===== config.mk =====
export PLATFORM = sky130hd
export DESIGN_NAME = cbfp_stage21
export DESIGN_NICKNAME = d
export VERILOG_FILES = /design/src/rtl/cbfp_stage21.sv
export SDC_FILE = /design/constraint.sdc
export NUM_CORES = 2
export LEC_CHECK = 0
export ABC_CLOCK_PERIOD_IN_PS = 102700
export CAP_MARGIN = 40
export CORE_UTILIZATION = 40
export DETAILED_ROUTE_END_ITERATION = 16
export DONT_BUFFER_PORTS = 1
export PLACE_DENSITY = 0.51
export SETUP_SLACK_MARGIN = 0.4
export SKIP_CTS_REPAIR_TIMING = 1
export SYNTH_ARGS = -nofsm -noshare
export SYNTH_HDL_FRONTEND = slang
export SYNTH_SLANG_ARGS = --single-unit

===== constraint.sdc =====
create_clock -name clk -period 102.7 [get_ports clk]
set_clock_uncertainty 0.05 [all_clocks]
set_input_delay 20.54 -clock clk [delete_from_list [all_inputs] [get_ports clk]]
set_output_delay 20.54 -clock clk [all_outputs]
set_load 0.03 [all_outputs]

===== src/rtl/cbfp_stage21.sv =====
// cbfp_stage21: block-floating-point normaliser between the stage-20 twiddle
// multiply and the stage-21 butterfly. Each group of GROUP_BEATS 16-lane beats
// is buffered, its common headroom found, and the group is re-emitted shifted
// left by that headroom and narrowed to OUT_WIDTH, with the shift on dout_exp.
// Optional build macro: CBFP_ROUND_EN selects round-half-up with saturation
// for the narrowing step; without it the LSB is simply truncated.
module cbfp_stage21 #(
  parameter int IN_WIDTH    = 13,
  parameter int OUT_WIDTH   = 12,
  parameter int GROUP_BEATS = 2,
  parameter int MAX_SHIFT   = 12
) (
  input  logic                        clk,
  input  logic                        rstn,
  input  logic signed [IN_WIDTH-1:0]  din_re [16],
  input  logic signed [IN_WIDTH-1:0]  din_im [16],
  input  logic                        din_valid,
  output logic signed [OUT_WIDTH-1:0] dout_re [16],
  output logic signed [OUT_WIDTH-1:0] dout_im [16],
  output logic                        dout_valid,
  output logic                        dout_first,
  output logic [3:0]                  dout_exp
);

  localparam int CW = $clog2(GROUP_BEATS);
  localparam logic [CW-1:0] LAST_BEAT = CW'(GROUP_BEATS - 1);
  localparam logic [3:0] RSB_MAX   = 4'(IN_WIDTH - 1);
  localparam logic [3:0] SHIFT_MAX = 4'(MAX_SHIFT);

  // Ping-pong sample storage and the headroom latched with each buffer
  logic signed [IN_WIDTH-1:0] buf_re [2][GROUP_BEATS][16];
  logic signed [IN_WIDTH-1:0] buf_im [2][GROUP_BEATS][16];
  logic [3:0]                 grp_m  [2];

  logic [CW-1:0] wr_cnt;
  logic          wr_sel;
  logic [3:0]    run_min;
  logic [3:0]    beat_min;
  logic          wr_last;

  logic [CW-1:0] rd_cnt;
  logic          rd_sel;
  logic [1:0]    full;
  logic          rd_go;
  logic          rd_last;
  logic [3:0]    rd_s;

  logic signed [OUT_WIDTH-1:0] nxt_re [16];
  logic signed [OUT_WIDTH-1:0] nxt_im [16];

  // Redundant sign bits: leading bits equal to the sign bit, not counting the sign itself
  function automatic logic [3:0] rsb(input logic signed [IN_WIDTH-1:0] x);
    logic [3:0] n;
    logic       run;
    n   = '0;
    run = 1'b1;
    for (int b = IN_WIDTH - 2; b >= 0; b--) begin
      if (run && (x[b] == x[IN_WIDTH-1])) n = n + 4'd1;
      else run = 1'b0;
    end
    return n;
  endfunction

  // Drop one LSB after the headroom shift
  function automatic logic signed [OUT_WIDTH-1:0] narrow(input logic signed [IN_WIDTH-1:0] y);
`ifdef CBFP_ROUND_EN
    localparam logic signed [IN_WIDTH:0] Y_MAX = (IN_WIDTH+1)'((1 << (IN_WIDTH - 1)) - 1);
    logic signed [IN_WIDTH:0] t;
    t = {y[IN_WIDTH-1], y};
    t = t + (IN_WIDTH+1)'(1);
    if (t > Y_MAX) t = Y_MAX;
    return OUT_WIDTH'(t >>> 1);
`else
    return OUT_WIDTH'(y >>> 1);
`endif
  endfunction

  function automatic logic signed [OUT_WIDTH-1:0] scale_narrow(input logic signed [IN_WIDTH-1:0] x,
                                                               input logic [3:0] s);
    logic signed [IN_WIDTH-1:0] y;
    y = x <<< s;
    return narrow(y);
  endfunction

  assign wr_last = din_valid && (wr_cnt == LAST_BEAT);
  assign rd_go   = full[rd_sel];
  assign rd_last = rd_go && (rd_cnt == LAST_BEAT);
  assign rd_s    = (grp_m[rd_sel] < SHIFT_MAX) ? grp_m[rd_sel] : SHIFT_MAX;

  // Fold the headroom of every sample in the incoming beat into the running minimum
  always_comb begin
    logic [3:0] r;
    beat_min = run_min;
    for (int l = 0; l < 16; l++) begin
      r = rsb(din_re[l]);
      if (r < beat_min) beat_min = r;
      r = rsb(din_im[l]);
      if (r < beat_min) beat_min = r;
    end
  end

  // Write side: beat counter, buffer select and running minimum across the group
  always_ff @(posedge clk or negedge rstn) begin
    if (!rstn) begin
      wr_cnt  <= '0;
      wr_sel  <= 1'b0;
      run_min <= RSB_MAX;
    end else if (din_valid) begin
      if (wr_last) begin
        wr_cnt  <= '0;
        wr_sel  <= ~wr_sel;
        run_min <= RSB_MAX;
      end else begin
        wr_cnt  <= wr_cnt + 1'b1;
        run_min <= beat_min;
      end
    end
  end

  // Capture valid beats into the active buffer; the group headroom lands with the last beat
  always_ff @(posedge clk) begin
    if (din_valid) begin
      for (int l = 0; l < 16; l++) begin
        buf_re[wr_sel][wr_cnt][l] <= din_re[l];
        buf_im[wr_sel][wr_cnt][l] <= din_im[l];
      end
      if (wr_last) grp_m[wr_sel] <= beat_min;
    end
  end

  // Read side: drain a full buffer on consecutive cycles, then hand over to the other one
  always_ff @(posedge clk or negedge rstn) begin
    if (!rstn) begin
      rd_cnt <= '0;
      rd_sel <= 1'b0;
      full   <= 2'b00;
    end else begin
      for (int i = 0; i < 2; i++) begin
        if (wr_last && (wr_sel == 1'(i))) full[i] <= 1'b1;
        else if (rd_last && (rd_sel == 1'(i))) full[i] <= 1'b0;
      end
      if (rd_go) begin
        rd_cnt <= rd_last ? '0 : rd_cnt + 1'b1;
        if (rd_last) rd_sel <= ~rd_sel;
      end
    end
  end

  // Shift the beat being read by the group exponent and narrow it
  always_comb begin
    for (int l = 0; l < 16; l++) begin
      nxt_re[l] = scale_narrow(buf_re[rd_sel][rd_cnt][l], rd_s);
      nxt_im[l] = scale_narrow(buf_im[rd_sel][rd_cnt][l], rd_s);
    end
  end

  // Registered outputs; samples and exponent hold while no beat is emitted
  always_ff @(posedge clk or negedge rstn) begin
    if (!rstn) begin
      for (int l = 0; l < 16; l++) begin
        dout_re[l] <= '0;
        dout_im[l] <= '0;
      end
      dout_valid <= 1'b0;
      dout_first <= 1'b0;
      dout_exp   <= '0;
    end else begin
      dout_valid <= rd_go;
      dout_first <= rd_go && (rd_cnt == '0);
      if (rd_go) begin
        for (int l = 0; l < 16; l++) begin
          dout_re[l] <= nxt_re[l];
          dout_im[l] <= nxt_im[l];
        end
        dout_exp <= rd_s;
      end
    end
  end

endmodule

Word-level counts from Yosys, hierarchy flattened
Memories as Yosys holds them, arrays and structs flattened.
Index checks and enable logic that the tools add are counted.
{"block": "totals", "regBits": 400, "ramBits": 1672, "wordCells": 27017, "memories": 3}
{"block": "classes", "add_sub_neg": 354, "order_cmp": 37, "n_eq_ne": 384, "n_shift": 32, "muxes": 13316, "bitwise_logic": 12485, "n_reduce_logical": 364}
{"memory": "buf_im", "words": 2, "word_bits": 416, "rd": 1, "rd_clocked_by_memory_dff": 0, "wr": 1, "line_no": "32", "source": "logic signed [IN_WIDTH-1:0] buf_im [2][GROUP_BEATS][16];"}
{"memory": "buf_re", "words": 2, "word_bits": 416, "rd": 1, "rd_clocked_by_memory_dff": 0, "wr": 1, "line_no": "31", "source": "logic signed [IN_WIDTH-1:0] buf_re [2][GROUP_BEATS][16];"}
{"memory": "grp_m", "words": 2, "word_bits": 4, "rd": 1, "rd_clocked_by_memory_dff": 0, "wr": 1, "line_no": "33", "source": "logic [3:0] grp_m [2];"}
{"op": "two-way mux 1 bit", "n": 12876}
{"op": "bitwise OR 1 bit", "n": 12480}
{"op": "two-way mux 416 bit", "n": 16}
{"op": "demux 208 bit (select 1 bit)", "n": 16}
{"op": "two-way mux 4 bit", "n": 386}
{"op": "two-way mux 208 bit", "n": 7}
{"op": "adder 4 x 1 -> 4 bit, second input constant", "n": 351}
{"op": "<<< shifter 13 x 4 -> 13 bit", "n": 32}
{"op": "equality test 1 bit", "n": 384}
{"op": "logical AND 1 bit", "n": 360}
{"op": "two-way mux 195 bit", "n": 1}
{"op": "two-way mux 182 bit", "n": 1}
{"op": "two-way mux 169 bit", "n": 1}
{"op": "two-way mux 156 bit", "n": 1}
{"op": "two-way mux 143 bit", "n": 1}
{"op": "two-way mux 130 bit", "n": 1}
{"op": "< comparator 4 bit", "n": 32}
{"op": "two-way mux 117 bit", "n": 1}
{"op": "two-way mux 104 bit", "n": 1}
{"op": "two-way mux 91 bit", "n": 1}
{"op": "two-way mux 78 bit", "n": 1}
{"op": "two-way mux 65 bit", "n": 1}
{"op": "two-way mux 52 bit", "n": 1}
{"op": "two-way mux 39 bit", "n": 1}
{"op": "12 further kinds", "n": 19}

Depth between registers and ports, before layout
{"block": "logic_depth", "word_depth": 89, "mapped_depth": 286, "mapped_depth_nobuf": 284}

Least setup slack after synthesis
Ideal clock, no wire load.
{"block": "synth_timing", "kind": "in2reg", "from": "input din_re[207] (netlist bit)", "to": "memory grp_m[0][2] (data pin)", "setup_time_ns": 0.273, "arrival_time_ns": 65.805, "t_required_ns": 102.377, "path_slack_ns": 36.572, "stages": 276, "n_path_buf": 2, "path_cell_list": "buf_1 > clkbuf_1 > nand3_1 > nand2_1 > ha_1 > a21oi_1 > a21oi_1 > ha_1 > nand2_1 > nand2_1 > ha_1 > mux2i_1 > a21oi_1 > ha_1 > nand2_1 > nand2_1 > ha_1 > mux2i_1 > [... 240 more ...] > o21ai_0 > inv_1 > a21boi_0 > a31oi_1 > ha_1 > nand2_1 > o21ai_0 > o21ai_0 > and2_1 > a311oi_2 > o21bai_1 > ha_1 > o21ai_0 > nand2b_1 > a21oi_1 > a31oi_4 > o21ai_1 > o22ai_1"}
{"block": "synth_between", "elab_chain_len": 88, "elab_cells_between_ends": 121}
{"item": "from (decl)", "line_no": "15", "source": "input logic signed [IN_WIDTH-1:0] din_re [16],"}
{"item": "equality test 1 bit"}
{"item": "two-way mux 1 bit"}
{"item": "adder 1 x 1 -> 2 bit / logical AND 1 bit (equally long branches)"}
{"item": "two-way mux 4 bit / two-way mux 1 bit (equally long branches)"}
{"item": "adder 4 x 1 -> 4 bit / logical AND 1 bit (equally long branches)"}
{"item": "two-way mux 4 bit / two-way mux 1 bit (equally long branches)"}
{"item": "adder 4 x 1 -> 4 bit / logical AND 1 bit (equally long branches)"}
{"item": "two-way mux 4 bit / two-way mux 1 bit (equally long branches)"}
{"item": "[... 73 more ...]"}
{"item": "two-way mux 4 bit (*)"}
{"item": "< comparator 4 bit"}
{"item": "two-way mux 4 bit (*)"}
{"item": "< comparator 4 bit"}
{"item": "two-way mux 4 bit (*)"}
{"item": "< comparator 4 bit"}
{"item": "two-way mux 4 bit (*)"}
{"item": "via beat_min[2]", "line_no": "38", "source": "logic [3:0] beat_min;"}
{"item": "to (decl)", "line_no": "33"}
The timed path passes the listed nets; every way through them passes the cells marked *.

Final worst setup path
{"block": "layout_timing", "from": "input din_re[203] (netlist bit)", "to": "memory grp_m[0][2] (data pin)"}
{"block": "layout_between", "elab_chain_len": 83, "elab_cells_between_ends": 99}
{"item": "equality test 1 bit (*)"}
{"item": "logical AND 1 bit (*)"}
{"item": "two-way mux 4 bit / two-way mux 1 bit (equally long branches)"}
{"item": "adder 4 x 1 -> 4 bit / logical AND 1 bit (equally long branches)"}
{"item": "two-way mux 4 bit / two-way mux 1 bit (equally long branches)"}
{"item": "adder 4 x 1 -> 4 bit / logical AND 1 bit (equally long branches)"}
{"item": "two-way mux 4 bit / two-way mux 1 bit (equally long branches)"}
{"item": "adder 4 x 1 -> 4 bit / logical AND 1 bit (equally long branches)"}
{"item": "[... 68 more ...]"}
{"item": "two-way mux 4 bit (*)"}
{"item": "< comparator 4 bit"}
{"item": "two-way mux 4 bit (*)"}
{"item": "< comparator 4 bit"}
{"item": "two-way mux 4 bit (*)"}
{"item": "< comparator 4 bit"}
{"item": "two-way mux 4 bit (*)"}
{"item": "via beat_min[2]", "line_no": "38"}
Marked as above.

==> results list <==
- The flow ran to the end, but the final reports show violations.
- The checks that failed: max-slew violations.
- The number of failing hold endpoints at the final stage was 0.
- Fraction of synthesized cell area taken by the top area cell type: 39.16%
* Unrepaired setup endpoints after global routing: no
- Tightest slew margin relative to the limit: -48.80%
* Post-synth top flop: sky130_fd_sc_hd__edfxtp_1
- In this run the critical register-to-register path is launched from run_min[3].
- The via count of the first global-routing pass is 95310.
* Endpoint of the worst register-to-register path: grp_m[0][2]
- Share of post-route cells with drive strength above 1: 10.69%
- Final ANT Viol Nets: 0
* Num ports: 809
- The synthesized design spends more area on one cell type than any other, namely sky130_fd_sc_hd__edfxtp_1.
- Number of standard-cell rows in the floorplan: 207
- Counting every net in the synthesized netlist gives 13140.
* CP bufs+invs: 14
* Avg Synthesized Cell Area: 10.39 µm²
- Of all flip-flops after synthesis, the portion carrying an async set or reset was 19.31%.
- TritonCTS built the clock tree.
- In this run the tool buffered the top-level ports with 0 buffer cells.
* Total Neg Setup Slack: 0 ns
- Number of maximum-capacitance constraint violations: 0
- Vias per cell: 6.445
- For this run, the slowest stage of the critical path takes 0.60 ns.
* Biggest area contributors in the synthesized netlist: sky130_fd_sc_hd__edfxtp_1 39%, sky130_fd_sc_hd__dfrtp_1 7.8%, sky130_fd_sc_hd__mux4_2 7.3%
- In this run the cell area of the synthesized design comes to 128200 µm².
* Initial antenna violation count: 64
- Post-route DRC violation count: 0
- Leading cell types in the layout, fill and taps excluded: 1784 x sky130_fd_sc_hd__nand2_1, 1672 x sky130_fd_sc_hd__edfxtp_1, 849 x sky130_fd_sc_hd__a21o_1, 746 x sky130_fd_sc_hd__nor2_1, 739 x sky130_fd_sc_hd__o21ai_0
- CTS placed an instance of sky130_fd_sc_hd__clkbuf_16 at the clock tree root.
- WL final: 544900 µm
- Worst min-delay path endpoint: rd_sel
- By startpoint and endpoint, the worst setup path is classified as in -> reg.
- Most common cell after layout, fill and taps aside: sky130_fd_sc_hd__nand2_1
- The routed layout has 105100 vias.
- After the first detailed-routing iteration, the DRC count stood at 15600.
- In this run the deepest clock path goes through 4 buffers.
- The number of cells on the worst reg-to-reg path is 239.
* Total Die Area: 322800 µm²
- Clock-pin slew was measured on the worst setup and hold paths at 0.06 ns.
* Post-synthesis cell type count: 115
* H-tree Lvls: 4
- HPWL after detailed placement: 408800 µm
* Final critical-path share of the clock period: 72.30%
- Kind of start point of the critical path: input pin
* Area of the core region: 318300 µm²
* Required time reported for the critical path endpoint: 103.30 ns
- The worst hold path begins at full[1].
* Worst setup slack for register-to-register paths: 53.19 ns
- Largest net degree at the start of global routing: 401
* Peak Freq: 0.01347 GHz
- Routability-driven placement finished with a final weighted congestion of 0.9211.
* Top cell by count, worst path: sky130_fd_sc_hd__ha_1
* Clock insertion delay at the later pin of the skew report: 0.93 ns
* Number of buffers created by CTS: 226
* Final global-route overflow total: 0
- Clock tree synthesis found a total of 2072 sinks.
* Die W: 568.1 µm
- The first global-routing pass estimated 749100 µm of wire.
- Data on the critical path arrives at its endpoint at 74.85 ns.
- Count of endpoints failing setup in the final report: 0
* Path category of the worst min-delay check: reg -> reg
- The number of max-slew violations in the final report came to 261.
- Synthesis-to-finish area growth: 9.678%
* Time the worst path needs with I/O delays and setup: 74.26 ns
* Number of detailed-routing iterations run before antenna repair: 6
- Yosys mapped a number of flops with a built-in enable equal to 1672.
- In the global route stage, overall resource usage came out at 32.61%.
* Number of synthesis warnings: 0
- Starting density of the core: 40.28%
- Number of standard cells after synthesis: 12340
- In this run the vertical extent of the chip is 568.1 µm.
- The slowest stage of the critical path is the sky130_fd_sc_hd__a2111oi_0 cell.
* Worst Max-Slew Pin Slew: 2.232 ns
- Post-DR wirelength/cell: 33.40 µm
- Crit-path max FO: 14
* Number of synthesized register bits: 2072
- Of the synthesized area, sequential elements account for 46.97%.
- For this run, the post-layout net count is 12720.
* Number of cells on the worst hold path: 1
* Kind of capture point of the worst setup path: register
* Top delay family on crit path: compound AO/OA/AOI/OAI gates
[layout make-up]
type	instances	area [µm²]
inverter	284	1069
antenna	37	92.59
timing repair buffer	236	2760
clock buffer	263	5877
fill	29510	177700
multi-input combinational	9093	63870
tap	4180	5230
clock inverter	147	1483
sequential	2072	60230
[logic make-up (layout without fill, tap and decap cells)]
| logic type | Yosys count | count (layout) | share of synthesized area (%) |
|---|---|---|---|
| AO/OA/AOI/OAI | 3389 | 3389 | 17.59 |
| XOR/XNOR | 341 | 341 | 2.330 |
| adder cells (fa/ha/maj) | 388 | 388 | 3.783 |
| buffers and inverters | 1171 | 930 | 3.436 |
| flip-flops | 2072 | 2072 | 46.97 |
| multiplexers | 939 | 939 | 11.50 |
| other | 0 | 37 | 0 |
| AND/OR/NAND/NOR | 4036 | 4036 | 14.38 |
[synthesized netlist by cell type, types with 26 or more instances]
master and number:
sky130_fd_sc_hd__buf_1 130, sky130_fd_sc_hd__nor2_1 758, sky130_fd_sc_hd__nor2b_1 66, sky130_fd_sc_hd__or2_2 85
sky130_fd_sc_hd__ha_1 386, sky130_fd_sc_hd__o21bai_1 39, sky130_fd_sc_hd__a21boi_0 26, sky130_fd_sc_hd__mux4_2 416
sky130_fd_sc_hd__a21oi_1 684, sky130_fd_sc_hd__nand2b_1 121, sky130_fd_sc_hd__or3_1 117, sky130_fd_sc_hd__a21o_1 849
sky130_fd_sc_hd__a22o_1 150, sky130_fd_sc_hd__o21ai_0 746, sky130_fd_sc_hd__clkbuf_1 754, sky130_fd_sc_hd__nand2_1 1785
sky130_fd_sc_hd__nand3b_1 29, sky130_fd_sc_hd__nor4_1 57, sky130_fd_sc_hd__and2_1 134, sky130_fd_sc_hd__edfxtp_1 1672
sky130_fd_sc_hd__nand4_1 58, sky130_fd_sc_hd__o21a_1 49, sky130_fd_sc_hd__o22ai_1 75, sky130_fd_sc_hd__inv_1 283
sky130_fd_sc_hd__o31ai_1 61, sky130_fd_sc_hd__xor2_1 98, sky130_fd_sc_hd__nand3_1 375, sky130_fd_sc_hd__o211ai_1 65
sky130_fd_sc_hd__nor3_1 198, sky130_fd_sc_hd__a31oi_1 102, sky130_fd_sc_hd__and3_1 122, sky130_fd_sc_hd__xnor2_1 243
sky130_fd_sc_hd__mux2i_1 415, sky130_fd_sc_hd__a22oi_1 64, sky130_fd_sc_hd__dfrtp_1 398, sky130_fd_sc_hd__mux2_2 104
sky130_fd_sc_hd__nor3b_1 53, sky130_fd_sc_hd__a221oi_1 100, sky130_fd_sc_hd__a211oi_1 57
[state kept, by name, indices dropped and copies added (netlist names)]
signal      count
wr_cnt          1
rd_sel          1
dout_valid      1
grp_m           8
dout_re       192
dout_im       192
run_min         4
wr_sel          1
dout_exp        4
buf_im        832
buf_re        832
full            2
dout_first      1
rd_cnt          1
[worst max path at each step]
stage / from / endpoint / slack [ns] / cells past startpoint
2_1_floorplan: din_re[207] / grp_m[0][2] / 36.57 / 276
3_3_place_gp: din_re[203] / grp_m[0][2] / 28.79 / 271
3_5_place_dp: din_re[203] / grp_m[0][2] / 28.24 / 272
4_1_cts: din_re[203] / grp_m[0][2] / 29.02 / 273
5_1_grt: din_re[203] / grp_m[1][2] / 23.40 / 273
6_report: din_re[203] / grp_m[0][2] / 28.44 / 271
[per-stage QoR]
step	std cells	hold WS (ns)	worst slack, ns	utilization (%)	cell area, µm²
after floorplan	12340	0.4095	36.57	-	128200
after global placement	15770	0.4714	28.79	41.34	131600
after global routing	16280	0.5272	23.40	44.15	140500
after CTS	16270	0.5060	29.02	44.14	140500
after detailed placement	15860	0.4991	28.24	41.83	133200
final	16310	0.5019	28.44	44.17	140600
[metal layers]
layer / wire length (µm) / GRT usage (%)
met5: 199 / 0
met4: 14400 / 7.859
met3: 81680 / 12.37
met2: 210200 / 42.70
met1: 238400 / 49.56
Power is not shown: default switching activity piles up to over one toggle a cycle in this logic, so the estimate is an artifact.
